### config.mk
export PLATFORM = sky130hd
export DESIGN_NAME = lemming_arena
export DESIGN_NICKNAME = d
export VERILOG_FILES = /design/src/rtl/lemming_pkg.sv /design/src/rtl/step_prescaler.sv /design/src/rtl/lemming_arena.sv
export SDC_FILE = /design/constraint.sdc
export NUM_CORES = 1
export LEC_CHECK = 0
export CAP_MARGIN = 20
export CORE_ASPECT_RATIO = 1.1
export CORE_MARGIN = 2
export CORE_UTILIZATION = 49
export CTS_CLUSTER_DIAMETER = 40
export CTS_CLUSTER_SIZE = 40
export DETAILED_ROUTE_END_ITERATION = 12
export PLACE_DENSITY_LB_ADDON = 0.12
export SYNTH_ARGS = -nofsm -noshare
export SYNTH_HDL_FRONTEND = slang
export SYNTH_HIERARCHICAL = 1
export SYNTH_SLANG_ARGS = --single-unit
### constraint.sdc
create_clock -name sys_clk -period 3 [get_ports sys_clk]
set_input_delay 0.6 -clock sys_clk [delete_from_list [all_inputs] [get_ports sys_clk]]
set_output_delay 0.6 -clock sys_clk [all_outputs]
set_load 0.03 [all_outputs]
### src/rtl/lemming_pkg.sv
// Shared types and default constants for the lemming arena and the lemming walker FSM.
package lemming_pkg;

    typedef enum logic [1:0] {
        IDLE = 2'd0,
        RUN  = 2'd1,
        BUMP = 2'd2,
        ERR  = 2'd3
    } arena_state_t;

    localparam int DEF_ARENA_LEN = 16;
    localparam int DEF_STEP_DIV  = 4;
    localparam int DEF_START_POS = 8;

    // Bump counter stops at all-ones instead of wrapping back to zero.
    function automatic logic [7:0] sat_inc8(input logic [7:0] v);
        return (v == 8'hFF) ? v : v + 8'd1;
    endfunction

endpackage

### src/rtl/step_prescaler.sv
// Divides the clock into movement steps: tick marks the last cycle of each STEP_DIV-cycle period.
module step_prescaler
    import lemming_pkg::*;
#(
    parameter int STEP_DIV = DEF_STEP_DIV
) (
    input  logic sys_clk,
    input  logic sys_rst,
    input  logic run,
    output logic tick
);

    localparam int            CW   = (STEP_DIV > 1) ? $clog2(STEP_DIV) : 1;
    localparam logic [CW-1:0] LAST = CW'(STEP_DIV - 1);

    logic [CW-1:0] count;

    // The count only moves while running, so a pause resumes mid-period.
    always_ff @(posedge sys_clk) begin
        if (sys_rst) begin
            count <= '0;
        end else if (run) begin
            count <= (count == LAST) ? '0 : count + CW'(1);
        end
    end

    assign tick = run && (count == LAST);

endmodule

### src/rtl/lemming_arena.sv
// One-dimensional corridor: moves the lemming one cell per step and reports wall hits and walk-protocol errors.
module lemming_arena
    import lemming_pkg::*;
#(
    parameter int ARENA_LEN = DEF_ARENA_LEN,
    parameter int STEP_DIV  = DEF_STEP_DIV,
    parameter int START_POS = DEF_START_POS
) (
    input  logic                         sys_clk,
    input  logic                         sys_rst,
    input  logic                         en,
    input  logic                         walk_left,
    input  logic                         walk_right,
    output logic                         bump_left,
    output logic                         bump_right,
    output logic [$clog2(ARENA_LEN)-1:0] pos,
    output logic [7:0]                   bump_cnt,
    output logic                         proto_err,
    output logic [1:0]                   dbg_state
);

    localparam int            PW      = $clog2(ARENA_LEN);
    localparam logic [PW-1:0] POS_MAX = PW'(ARENA_LEN - 1);
    localparam logic [PW-1:0] POS_RST = PW'(START_POS);

    arena_state_t state;
    logic         run;
    logic         tick;

    assign run = en && (state == RUN);

    step_prescaler #(
        .STEP_DIV(STEP_DIV)
    ) u_prescaler (
        .sys_clk(sys_clk),
        .sys_rst(sys_rst),
        .run    (run),
        .tick   (tick)
    );

    always_ff @(posedge sys_clk) begin
        if (sys_rst) begin
            state      <= IDLE;
            pos        <= POS_RST;
            bump_left  <= 1'b0;
            bump_right <= 1'b0;
            bump_cnt   <= 8'd0;
            proto_err  <= 1'b0;
        end else begin
            bump_left  <= 1'b0;
            bump_right <= 1'b0;
            case (state)
                IDLE: if (en) state <= RUN;
                RUN: begin
                    if (!en) begin
                        state <= IDLE;
                    end else if (tick) begin
                        // Walk inputs only matter on a step; the pulse lands in the BUMP cycle.
                        case ({walk_left, walk_right})
                            2'b10: begin
                                if (pos == '0) begin
                                    state     <= BUMP;
                                    bump_left <= 1'b1;
                                    bump_cnt  <= sat_inc8(bump_cnt);
                                end else begin
                                    pos <= pos - PW'(1);
                                end
                            end
                            2'b01: begin
                                if (pos == POS_MAX) begin
                                    state      <= BUMP;
                                    bump_right <= 1'b1;
                                    bump_cnt   <= sat_inc8(bump_cnt);
                                end else begin
                                    pos <= pos + PW'(1);
                                end
                            end
                            default: begin
                                state     <= ERR;
                                proto_err <= 1'b1;
                            end
                        endcase
                    end
                end
                BUMP:    state <= en ? RUN : IDLE;
                ERR:     state <= ERR;
                default: state <= IDLE;
            endcase
        end
    end

    assign dbg_state = state;

endmodule

Word-level counts from Yosys, hierarchy flattened
Index checks and enable logic that the tools add are counted.
Word-level totals
  input bits: 5
  logic and storage cells: 63
  flip-flop bits (word level): 19
Cells by class
  bitwise operators: 6
  add/subtract/negate cells: 4
  mux-type cells: 18
  reductions and logical operators: 12
  eq/ne operators: 16
Operators with widths (count)
  $mux W8: 3
  $pmux W8 S2: 1
  $mux W2: 6
  $reduce_and A6 Y1: 2
  $ne A2 B2 Y1 const B: 5
  $reduce_or A5 Y1: 2
  $add A8 B1 Y8 const B: 1
  $eq A2 B2 Y1 const B: 4
  $eq A8 B8 Y1 const B: 1
  $mux W4: 2
  $ne A4 B4 Y1 const B: 2
  $pmux W2 S4: 1
  $pmux W4 S2: 1
  $reduce_and A4 Y1: 2
  $not A1 Y1: 6
  $add A4 B1 Y4 const B: 1
  $eq A2 B1 Y1 const B: 2
  $eq A4 B4 Y1 const B: 1
  $logic_not A4 Y1: 1
  $pmux W2 S2: 1
  $sub A4 B1 Y4 const B: 1
  $mux W1: 3
  $ne A3 B3 Y1 const B: 1
  $add A2 B1 Y2 const B: 1
  other kinds (4): 5

Depth between registers and ports, before layout
  word-level depth: 6
  depth in mapped cells: 9
  gate-level depth less buffers: 8

By module
The synthesis kept the hierarchy.
By module, submodules not included
  lemming_arena: cells each 106, instances 1, sequential area each 340.3 µm², area each 932.1 µm²
  step_prescaler: cells each 9, instances 1, sequential area each 40.0 µm², area each 92.6 µm²

Worst setup path before layout
OpenSTA, ideal clock, no wires.
  path type: input-to-reg
  start: input port walk_left
  end: register pos[3]
  data arrival time: 2.123 ns
  slack: 0.757 ns
  required time: 2.880 ns
  buffers on the path: 1
  cell stages on the path: 9
  cell sequence: inv_1 -> ha_1 -> buf_2 -> inv_1 -> ha_1 -> a21oi_1 -> nor2_1 -> or4_1 -> mux2i_1
Between the ends
  cells in the longest elaborated chain, start to end: 3
Ends and longest elaborated chain
  start, declared: line lemming_arena.sv:12  | input logic walk_left,
  $eq A2 B1 Y1 or $eq A2 B2 Y1 (tied branches): line lemming_arena.sv:59  | case ({walk_left, walk_right})
  $ne A2 B2 Y1 (no line) or $reduce_bool A2 Y1 (tied branches)
  $reduce_and A6 Y1 (no line)
  end signal, assigned: line lemming_arena.sv:66  | pos <= pos - PW'(1);
  end signal, assigned: line lemming_arena.sv:75  | pos <= pos + PW'(1);
  end, declared: line lemming_arena.sv:16  | output logic [$clog2(ARENA_LEN)-1:0] pos,
Several ways; a longest one is shown, not always the timed one.
A chain may end at the register's enable or synchronous reset.

Worst setup path after layout
  start: input port en
  end: register pos[3]
Between the ends
  cells in the longest elaborated chain, start to end: 3
Ends and longest elaborated chain
  start, declared: line lemming_arena.sv:11  | input logic en,
  $logic_and A1 B1 Y1: line lemming_arena.sv:30  | assign run = en && (state == RUN);
  net run: line lemming_arena.sv:27  | logic run;
  $logic_and A1 B1 Y1: line step_prescaler.sv:27  | assign tick = run && (count == LAST);
  net tick: line lemming_arena.sv:28  | logic tick;
  $reduce_and A6 Y1 (no line)
The timed path passes the listed nets, and every way through them passes these cells.

==> impl_metrics.json <==
{
  "status": "complete, no violations",
  "drv_slew": 0,
  "grt_pass1_wl_um": 3440,
  "cts-root-buf": "clkbuf_4",
  "grt_use_total_pct": 18.9,
  "fin_cells": 166,
  "cts.sinks": 19,
  "vias": 862,
  "fillers": 184,
  "r2r_end": "pos[3]",
  "post-route-period-util_pct": 83.9,
  "rsz0062_at_grt": "no",
  "cts_tree": "built",
  "switching_power_w": 0.0000971,
  "final_nets": 151,
  "max_freq_ghz": 0.397,
  "dpl.hpwl_um": 1540,
  "reg2reg_depth": 6,
  "grt_max_degree": 21,
  "die-area_um2": 2470,
  "seq_power_share_pct": 61.0,
  "min_period_ns": 2.52,
  "startpoint_type": "primary input",
  "arrival_ns": 2.70,
  "drc": 0,
  "syn_nets": 127,
  "tns_ns": 0,
  "n_antenna_cell": 0,
  "worst-setup-path-type": "primary input to register",
  "wire_per_inst_um": 12.1,
  "pwr_density_cell_nw_per_um2": 324,
  "hold_viol": 0,
  "die_height_um": 52.0,
  "ff_latch_area_um2": 380,
  "clk_pin_slew_ns": 0.10,
  "seq_area_frac_synth_pct": 37.1,
  "cts_buffer_depth": 2,
  "antenna_left": 0,
  "path_max_fanout": 5,
  "multi_input_area_um2": 613,
  "port_buffers": 21,
  "slew_headroom_pct": 48.8,
  "startpoint": "en",
  "gp_congestion": 0.865,
  "synth-seq-cells": 19,
  "grt_remaining_overflow": 0,
  "vdd_ir_drop_max_mv": 0.291,
  "ys_warn_count": 6,
  "dr.pass1.iters": 4,
  "first_iter_violations": 11,
  "max-cap-violations": 0,
  "final_common_cell": "clkdlybuf4s50_1",
  "htreeDepth": 1,
  "layout_common_cells": "clkdlybuf4s50_1 (21), dfxtp_1 (19), nor2_1 (18)",
  "cts_resized": 0,
  "antenna_found_initial": 0,
  "setup_viol": 0,
  "core-area_um2": 2000,
  "ctsHoldBuffers": 0,
  "synth_top_cell_area_share_pct": 37.1,
  "clk_latency_ns": 0.29,
  "cts_buffers": 3,
  "r2r-start": "dbg_state[0]",
  "whs_path_depth": 2,
  "r2r_slack_ns": 0.88,
  "initial_core_util_pct": 51.3,
  "die-width_um": 47.6,
  "hold_start": "proto_err",
  "swShare_pct": 23.2,
  "via_per_inst": 5.19,
  "skew_ns": 0.00315,
  "required_ns": 3.19,
  "dp.cells": 162,
  "grt_pass1_vias": 845,
  "power.share.clock_pct": 29.8,
  "leakage_nw": 0.476,
  "io-pin-count": 22,
  "syn_inst": 115,
  "endpoint_kind": "register",
  "drt_wl_total_um": 2000,
  "postCtsSetupBuffers": 0,
  "synth_area_per_cell_um2": 8.91,
  "hold_path.class": "register to register",
  "rows": 17,
  "drive_gt1_share_pct": 6.52,
  "min_to": "proto_err",
  "tightest_slew_ns": 0.768,
  "internal_power_w": 0.000321,
  "synth_top_cell_by_area": "dfxtp_1",
  "syn-cell-area_um2": 1020,
  "synth_cell_types": 32,
  "pwr-share-comb_pct": 9.2,
  "synthTopCellsByArea": "dfxtp_1 (37%), ha_1 (8.5%), xnor2_1 (7.7%)",
  "area_growth_pct": 26.0
}
==> power groups by stage <==
stage / registers [W] / logic (W) / clock network (W)
after floorplan: 0.000262 / 0.0000236 / 0
after global placement: 0.000261 / 0.0000378 / 0
after detailed placement: 0.000261 / 0.0000386 / 0
after CTS: 0.000255 / 0.0000388 / 0.000128
after global routing: 0.000256 / 0.0000426 / 0.000140
final: 0.000255 / 0.0000385 / 0.000125
==> sequential cells by signal, summed over array words and instances (netlist names) <==
name               cells
bump_cnt               8
proto_err              1
dbg_state              2
bump_left              1
u_prescaler/count      2
pos                    4
bump_right             1
==> how the worst max path moves through the flow <==
| stage | to | slack, ns |
|---|---|---|
| 4_1_cts | pos[3] | 0.49 |
| 6_report | pos[3] | 0.48 |
| 5_1_grt | bump_cnt[6] | 0.30 |
| 2_1_floorplan | pos[3] | 0.76 |
| 3_3_place_gp | pos[3] | 0.24 |
| 3_5_place_dp | pos[3] | 0.18 |
==> routing by layer <==
| layer | GRT usage, % | part of all wire [%] | vias up | routed length, µm |
|---|---|---|---|---|
| li1 | - | - | 443 | - |
| met1 | 22.2 | 47 | 399 | 934 |
| met2 | 33.8 | 49 | 16 | 987 |
| met3 | 2.08 | 2.8 | 4 | 56 |
| met4 | 7.21 | 1.1 | 0 | 22 |
| met5 | 0 | 0 | - | 0 |
==> cell usage after synthesis <==
cell type and count:
nand4_1 2, nand2_1 8, o21bai_1 1, a22oi_1 2, nor3b_1 1, and4_4 1
or3b_1 1, o2111ai_4 1, clkbuf_1 2, nor4_2 1, xor2_1 1, nor2b_1 2
inv_1 5, buf_2 1, nor3_1 3, nor2_1 18, or4_1 1, and4b_1 1
and2_1 1, nand3_1 3, o41ai_2 1, a21oi_1 7, o21ai_1 1, mux2i_1 4
nor4_1 3, dfxtp_1 19, ha_1 7, and4b_2 1, and3b_1 2, o21ai_0 2
xnor2_1 9, nand2b_1 3
==> worst max-delay path, cell delays in order <==
cell             delay [ns]
clkdlybuf4s50_1        0.50
and3b_1                0.23
and2_1                 0.18
and4b_2                0.31
o2111ai_4              0.18
or4_1                  0.57
mux2i_1                0.13
==> per-stage QoR <==
| step | instance area [µm²] | hold slack (ns) | utilization [%] | total power, W | setup WS, ns |
|---|---|---|---|---|---|
| after floorplan | 1020 | 0.452 | - | 0.000286 | 0.757 |
| after CTS | 1290 | 0.497 | 64.6 | 0.000422 | 0.492 |
| after detailed placement | 1260 | 0.467 | 63.3 | 0.000300 | 0.179 |
| final | 1290 | 0.483 | 64.6 | 0.000419 | 0.484 |
| after global routing | 1290 | 0.520 | 64.6 | 0.000438 | 0.302 |
| after global placement | 1260 | 0.463 | 63.3 | 0.000299 | 0.238 |
==> area by class of cell <==
| class | count | share of cell area [%] |
|---|---|---|
| multi-input cells | 88 | 47.5 |
| flip-flops and latches | 19 | 29.5 |
| repair buffers | 22 | 16.9 |
| well taps | 28 | 2.71 |
| clock buffers | 4 | 2.03 |
| inverters | 5 | 1.45 |
==> kinds of logic after synthesis <==
kind of cell	count (synthesis)	synth area share, %
mux	4	3.91
xor+xnor	10	8.55
simple gates	52	27.6
buf+inv	8	3.05
compound gates	15	11.2
flops	19	37.1
fa+ha+maj	7	8.55
Note: power is estimated with default switching activity, not from simulation.
